`config.mk`:
```
export PLATFORM = sky130hd
export DESIGN_NAME = shiftreg_out
export DESIGN_NICKNAME = d
export VERILOG_FILES = /design/src/rtl/shiftreg_pkg.sv /design/src/rtl/shiftreg_tick.sv /design/src/rtl/shiftreg_out.sv
export SDC_FILE = /design/constraint.sdc
export NUM_CORES = 1
export LEC_CHECK = 0
export BUFFER_PORTS_ARGS = -buffer_cell sky130_fd_sc_hd__buf_2
export CORE_MARGIN = 2
export CORE_UTILIZATION = 50
export DETAILED_ROUTE_END_ITERATION = 10
export GPL_TIMING_DRIVEN = 0
export PLACE_DENSITY = 0.74
export SKIP_LAST_GASP = 1
export SLEW_MARGIN = 5
export SYNTH_ARGS = -nofsm -noshare
export SYNTH_HDL_FRONTEND = slang
export SYNTH_SLANG_ARGS = --single-unit
```
`constraint.sdc`:
```
create_clock -name clk -period 4 [get_ports clk]
set_clock_uncertainty 0.2 [all_clocks]
set_input_delay 0.8 -clock clk [delete_from_list [all_inputs] [get_ports clk]]
set_output_delay 0.8 -clock clk [all_outputs]
set_load 0.01 [all_outputs]
```
`src/rtl/shiftreg_pkg.sv`:
```
// Shared types and helpers for the 74HC595-class serial output driver.
package shiftreg_pkg;

   // Frame sequencing states
   typedef enum logic [2:0] {
      IDLE     = 3'd0,
      SHIFT_LO = 3'd1,
      SHIFT_HI = 3'd2,
      SETTLE   = 3'd3,
      LATCH    = 3'd4
   } state_t;

   // Bit order selection values for the LSB_FIRST parameter
   typedef enum logic {
      ORDER_MSB_FIRST = 1'b0,
      ORDER_LSB_FIRST = 1'b1
   } order_t;

   // Counter width able to hold values 0..max_val
   function automatic int unsigned cnt_width(input int unsigned max_val);
      return $clog2(max_val + 1);
   endfunction

endpackage

```
`src/rtl/shiftreg_tick.sv`:
```
// Phase timer: one-cycle tick every DIV cycles while not cleared.
module shiftreg_tick
   import shiftreg_pkg::*;
#(
   parameter int unsigned DIV = 4
)(
   input  logic clk,
   input  logic rst,
   input  logic i_clear,
   output logic o_tick_c
);

   localparam int unsigned   CW   = cnt_width(DIV);
   localparam logic [CW-1:0] LAST = CW'(DIV - 1);

   logic [CW-1:0] r_cnt;

   assign o_tick_c = !i_clear && (r_cnt == LAST);

   // Divider counter, wraps to zero at the end of every phase
   always_ff @(posedge clk) begin
      if (rst || i_clear || o_tick_c) begin
         r_cnt <= '0;
      end else begin
         r_cnt <= r_cnt + CW'(1);
      end
   end

endmodule

```
`src/rtl/shiftreg_out.sv`:
```
// Serial frame driver for daisy-chained 74HC595-class shift registers.
// Optional feature: define SHIFTREG_OUT_OE_EN to add the active-low
// output-enable port shift_oe_n.
module shiftreg_out
   import shiftreg_pkg::*;
#(
   parameter int unsigned WIDTH     = 8,
   parameter int unsigned CHAINS    = 2,
   parameter int unsigned CLK_DIV   = 4,
   parameter int unsigned LSB_FIRST = 0
)(
   input  logic                    clk,
   input  logic                    rst,
   input  logic [WIDTH*CHAINS-1:0] load_data,
   input  logic                    load_valid,
   output logic                    load_ready,
   output logic                    shift_clock,
   output logic                    shift_data,
   output logic                    shift_latch,
   output logic                    busy,
   output logic                    done
`ifdef SHIFTREG_OUT_OE_EN
   ,
   output logic                    shift_oe_n
`endif
);

   localparam int unsigned   N        = WIDTH * CHAINS;
   localparam int unsigned   BW       = cnt_width(N);
   localparam logic [BW-1:0] LAST_BIT = BW'(N - 1);
   localparam bit            LSB_MODE = (LSB_FIRST == 32'(ORDER_LSB_FIRST));

   state_t         r_state;
   state_t         w_state_nxt;
   logic [N-1:0]   r_shreg;
   logic [N-1:0]   w_shreg_nxt;
   logic [BW-1:0]  r_bit_cnt;
   logic [BW-1:0]  w_bit_cnt_nxt;
   logic           w_tick;
   logic           w_accept;
   logic           w_last_bit;

   logic           r_shift_clock;
   logic           r_shift_data;
   logic           r_shift_latch;
   logic           r_load_ready;
   logic           r_busy;
   logic           r_done;
   logic           w_shift_clock_nxt;
   logic           w_shift_data_nxt;
   logic           w_shift_latch_nxt;
   logic           w_load_ready_nxt;
   logic           w_done_nxt;

   assign w_accept   = (r_state == IDLE) && load_valid;
   assign w_last_bit = (r_bit_cnt == LAST_BIT);

   shiftreg_tick #(
      .DIV      (CLK_DIV)
   ) u_tick (
      .clk      (clk),
      .rst      (rst),
      .i_clear  (r_state == IDLE),
      .o_tick_c (w_tick)
   );

   // State register
   always_ff @(posedge clk) begin
      if (rst) begin
         r_state <= IDLE;
      end else begin
         r_state <= w_state_nxt;
      end
   end

   // Next-state logic: each timed state advances on the phase tick
   always_comb begin
      w_state_nxt = r_state;
      case (r_state)
         IDLE:     if (load_valid) w_state_nxt = SHIFT_LO;
         SHIFT_LO: if (w_tick)     w_state_nxt = SHIFT_HI;
         SHIFT_HI: if (w_tick)     w_state_nxt = w_last_bit ? SETTLE : SHIFT_LO;
         SETTLE:   if (w_tick)     w_state_nxt = LATCH;
         LATCH:    if (w_tick)     w_state_nxt = IDLE;
         default:                  w_state_nxt = IDLE;
      endcase
   end

   // Frame register and bit counter update; shift happens as a bit's high phase ends
   always_comb begin
      w_shreg_nxt   = r_shreg;
      w_bit_cnt_nxt = r_bit_cnt;
      if (w_accept) begin
         w_shreg_nxt   = load_data;
         w_bit_cnt_nxt = '0;
      end else if ((r_state == SHIFT_HI) && w_tick) begin
         w_shreg_nxt   = LSB_MODE ? (r_shreg >> 1) : (r_shreg << 1);
         w_bit_cnt_nxt = w_last_bit ? '0 : r_bit_cnt + BW'(1);
      end
   end

   // Output decode from the upcoming state so every port is a flop
   always_comb begin
      w_shift_clock_nxt = 1'b0;
      w_shift_data_nxt  = 1'b0;
      w_shift_latch_nxt = 1'b0;
      w_load_ready_nxt  = 1'b0;
      w_done_nxt        = 1'b0;
      case (w_state_nxt)
         IDLE: begin
            w_load_ready_nxt = 1'b1;
            w_done_nxt       = (r_state == LATCH);
         end
         SHIFT_LO: begin
            w_shift_data_nxt = LSB_MODE ? w_shreg_nxt[0] : w_shreg_nxt[N-1];
         end
         SHIFT_HI: begin
            w_shift_clock_nxt = 1'b1;
            w_shift_data_nxt  = LSB_MODE ? w_shreg_nxt[0] : w_shreg_nxt[N-1];
         end
         LATCH: begin
            w_shift_latch_nxt = 1'b1;
         end
         default: begin
            w_shift_data_nxt = 1'b0;
         end
      endcase
   end

   // Datapath registers
   always_ff @(posedge clk) begin
      if (rst) begin
         r_shreg   <= '0;
         r_bit_cnt <= '0;
      end else begin
         r_shreg   <= w_shreg_nxt;
         r_bit_cnt <= w_bit_cnt_nxt;
      end
   end

   // Output registers
   always_ff @(posedge clk) begin
      if (rst) begin
         r_shift_clock <= 1'b0;
         r_shift_data  <= 1'b0;
         r_shift_latch <= 1'b0;
         r_load_ready  <= 1'b1;
         r_busy        <= 1'b0;
         r_done        <= 1'b0;
      end else begin
         r_shift_clock <= w_shift_clock_nxt;
         r_shift_data  <= w_shift_data_nxt;
         r_shift_latch <= w_shift_latch_nxt;
         r_load_ready  <= w_load_ready_nxt;
         r_busy        <= !w_load_ready_nxt;
         r_done        <= w_done_nxt;
      end
   end

   assign shift_clock = r_shift_clock;
   assign shift_data  = r_shift_data;
   assign shift_latch = r_shift_latch;
   assign load_ready  = r_load_ready;
   assign busy        = r_busy;
   assign done        = r_done;

`ifdef SHIFTREG_OUT_OE_EN
   logic r_oe_n;

   // Device outputs stay disabled until the first frame has been latched
   always_ff @(posedge clk) begin
      if (rst) begin
         r_oe_n <= 1'b1;
      end else if (w_done_nxt) begin
         r_oe_n <= 1'b0;
      end
   end

   assign shift_oe_n = r_oe_n;
`endif

endmodule

```
==> flow_summary.toml <==
[global_route]
grt_max_degree = 11
grt_pass1_vias = 1189
antenna_found_initial = 0
grtUsageMet1_pct = 21.5
grt_pass1_wl_um = 4860
grtUsageMet2_pct = 33.3
grtUsageMet3_pct = 8.60
grt-busiest-layer = "met2"
grt-ovfl-total = 0
grtUsageTotal_pct = 19.9

[power]
ir_worst_vdd_uv = 303
p_total_uw = 596
power_density_mw_per_mm2 = 381
leakage_uw = 0.000623

[logic_synthesis]
post-synth-top-count-cell = "dfxtp_1"
synth-main-ff-cell = "dfxtp_1"
seq_area_frac_synth_pct = 48.8
syn_area_sq_mm = 0.00135
synth_area_per_cell_sq_um = 8.68
synth_top_family_by_area = "simple AND/OR/NAND/NOR gates"
synthMuxAreaShare_pct = 0
synth_xor_area_share_pct = 0.647
syn_nets = 178
synthTopCellsByArea = "dfxtp_1 (49%), a22oi_1 (8.3%), a21oi_1 (7.0%), nand2_1 (6.7%), nor2_1 (3.6%)"
synth_largest_area_cell = "dfxtp_1"
synth.distinct_cells = 31
synth_adder_area_share_pct = 2.77
ys_ff_latch = 33
synthDominantCellAreaShare_pct = 48.8
syn_inst = 156
ys_warn_count = 0
synth_compound_area_share_pct = 19.5
async_reset_ff_share_pct = 0
yosys-top-cells-count = "dfxtp_1 (33), nand2_1 (24), a21oi_1 (19), a22oi_1 (15), nor2_1 (13)"
synth_simple_gate_area_share_pct = 23.3
synth_edf_count = 0

[route]
vias = 1213
drt-total-wl_um = 2890
routed_via_density = 5.62
first_pass_iters = 4
antenna_left = 0
remaining_drc_errors = 0
drtIter0Drc = 66
post_drt_wl_per_cell_um = 13.4

[timing]
drv_slew = 0
finalHoldViolCount = 0
finalSetupTns_ps = 0
setup_violations = 0
rsz0062_at_grt = "no"
layout_min_cycle_time_ps = 2090
max_freq_mhz = 478
layout_setup_ws_ps = 1910
tightestPinTransition_ps = 414
slew_headroom_pct = 71.7
fin_crit_sh_pct = 52.3

[finish]
syn2layout_area_growth_pct = 15.3
seqCellArea_sq_um = 661
multiInputGateArea_sq_um = 626
nets = 208
num_antenna_cells = 0
drive_gt1_share_pct = 21.5
post-route-util_pct = 61.9
fillers = 255

[worst_setup_path]
max_stage_delay_ps = 320
cpMostUsedCell = "ha_1"
critical_path.cell_chain = "ha_1 -> ha_1 -> and4bb_1 -> buf_4 -> nor2_2 -> buf_2 -> nand2_1 -> a21oi_1"
cp.required_ps = 4060
slowest_stage = "dfxtp_1"
startpoint_type = "flop"
crit_buf_inv = 2
arrival_ps = 2150
crit_fanout = 10
cp-startpoint = "u_tick.r_cnt[0]$_SDFF_PP0_"
cp_top_family = "simple AND/OR/NAND/NOR gates"
critical_path_class = "flop to flop"
worstReg2RegStart = "u_tick.r_cnt[0]$_SDFF_PP0_"
cp-end-kind = "flop"

[clocking]
cts_post_setup_buffers_inserted = 0
cts_buffers = 5
cts.htree.levels = 2
root_buffer = "clkbuf_4"
post_cts_resize_count = 0
cts_tree = "yes"
clock_sinks = 33
cts.path.max_buffers = 2
clk_latency_ps = 330
cts.clk_slew.worst_paths_ps = 90
ctsHoldBuffers = 0

[placement]
dp_hpwl_um = 2130
place_ws_ps = 1800
portBuffers = 23
gp_congestion = 0.796

[floorplan]
die_h_um = 56.0
dieArea_sq_mm = 0.00314
num_rows = 18
pin_count = 25
die_w_um = 56.0
initial_core_util_pct = 53.7
core_area_sq_mm = 0.00252

[hold_path]
hp-class = "flop to flop"
hp-start = "u_tick.r_cnt[0]$_SDFF_PP0_"

[status]
outcome = "finished clean"

[run]
max_cap_viol_count = 0
==> cell families (layout without fill, tap and decap cells) <==
family	after synthesis	count (layout)
and+or+nand+nor	62	62
buffers and inverters	15	45
DFF	33	33
AOI/OAI and AO/OA	42	42
adders and majority gates	3	3
xor gates and xnor gates	1	1
==> routing by layer <==
| layer | share of wire [%] | up-vias | wire length [um] |
|---|---|---|---|
| met1 | 43 | 560 | 1240 |
| li1 | - | 616 | - |
| met2 | 50 | 31 | 1460 |
| met5 | 0 | - | 0 |
| met4 | 1.0 | 0 | 30 |
| met3 | 5.7 | 6 | 166 |
==> power breakdown <==
part           switching (uW)  leakage (uW)  total, uW  internal (uW)
Clock                     101     0.0000314        184           82.9
Combinational            34.7      0.000322       61.5           26.8
Sequential               6.78      0.000270        350            343
Total                     143      0.000623        596            453
==> state kept, by name, indices dropped and copies added (netlist names) <==
| name | count |
|---|---|
| load_ready | 1 |
| u_tick.r_cnt | 3 |
| r_bit_cnt | 5 |
| shift_clock | 1 |
| done | 1 |
| busy | 1 |
| r_state | 3 |
| shift_data | 1 |
| r_shreg | 16 |
| shift_latch | 1 |
==> placed cells by master, fill, tap and decap left out, drive strengths merged, types with 3 or more instances in the layout <==
master / n
a21oi: 19
ha: 3
or3: 4
dfxtp: 33
buf: 30
nor3: 7
nand2: 25
clkbuf: 10
inv: 5
nor2: 14
nand3: 3
a22oi: 15
o21ai: 3
==> worst register-to-register path, stage by stage, from the launching register on <==
cell and delay (ps):
dfxtp_1 320, ha_1 190, ha_1 260, and4bb_1 230
buf_4 160, nor2_2 180, buf_2 250, nand2_1 80
a21oi_1 150
==> final cells by class <==
class,count,share of cell area [%]
timing repair buffer,23,7.37
multi-input combinational,108,40.1
tap,30,2.40
buffer,10,3.12
inverter,5,1.20
sequential,33,42.3
clock buffer,7,3.53
==> metrics by stage <==
| step | instances | area (sq um) | hold slack (ps) |
|---|---|---|---|
| floorplan | 156 | 1350 | 199 |
| global placement | 209 | 1510 | 206 |
| detailed placement | 209 | 1510 | 218 |
| CTS | 216 | 1560 | 230 |
| global route | 216 | 1560 | 242 |
| finish | 216 | 1560 | 228 |
==> path summary, 6_finish.rpt <==
| path | slack (ps) | to | depth (start not counted) |
|---|---|---|---|
| worst max-delay path | 1910 | r_shreg[5]$_SDFFE_PP0P_ | 8 |
| worst min-delay path | 230 | u_tick.r_cnt[0]$_SDFF_PP0_ | 1 |
| worst max register to register | 1910 | r_shreg[5]$_SDFFE_PP0P_ | 8 |
| worst min register to register | 230 | u_tick.r_cnt[0]$_SDFF_PP0_ | 1 |
Note: power is estimated with default switching activity, not from simulation.
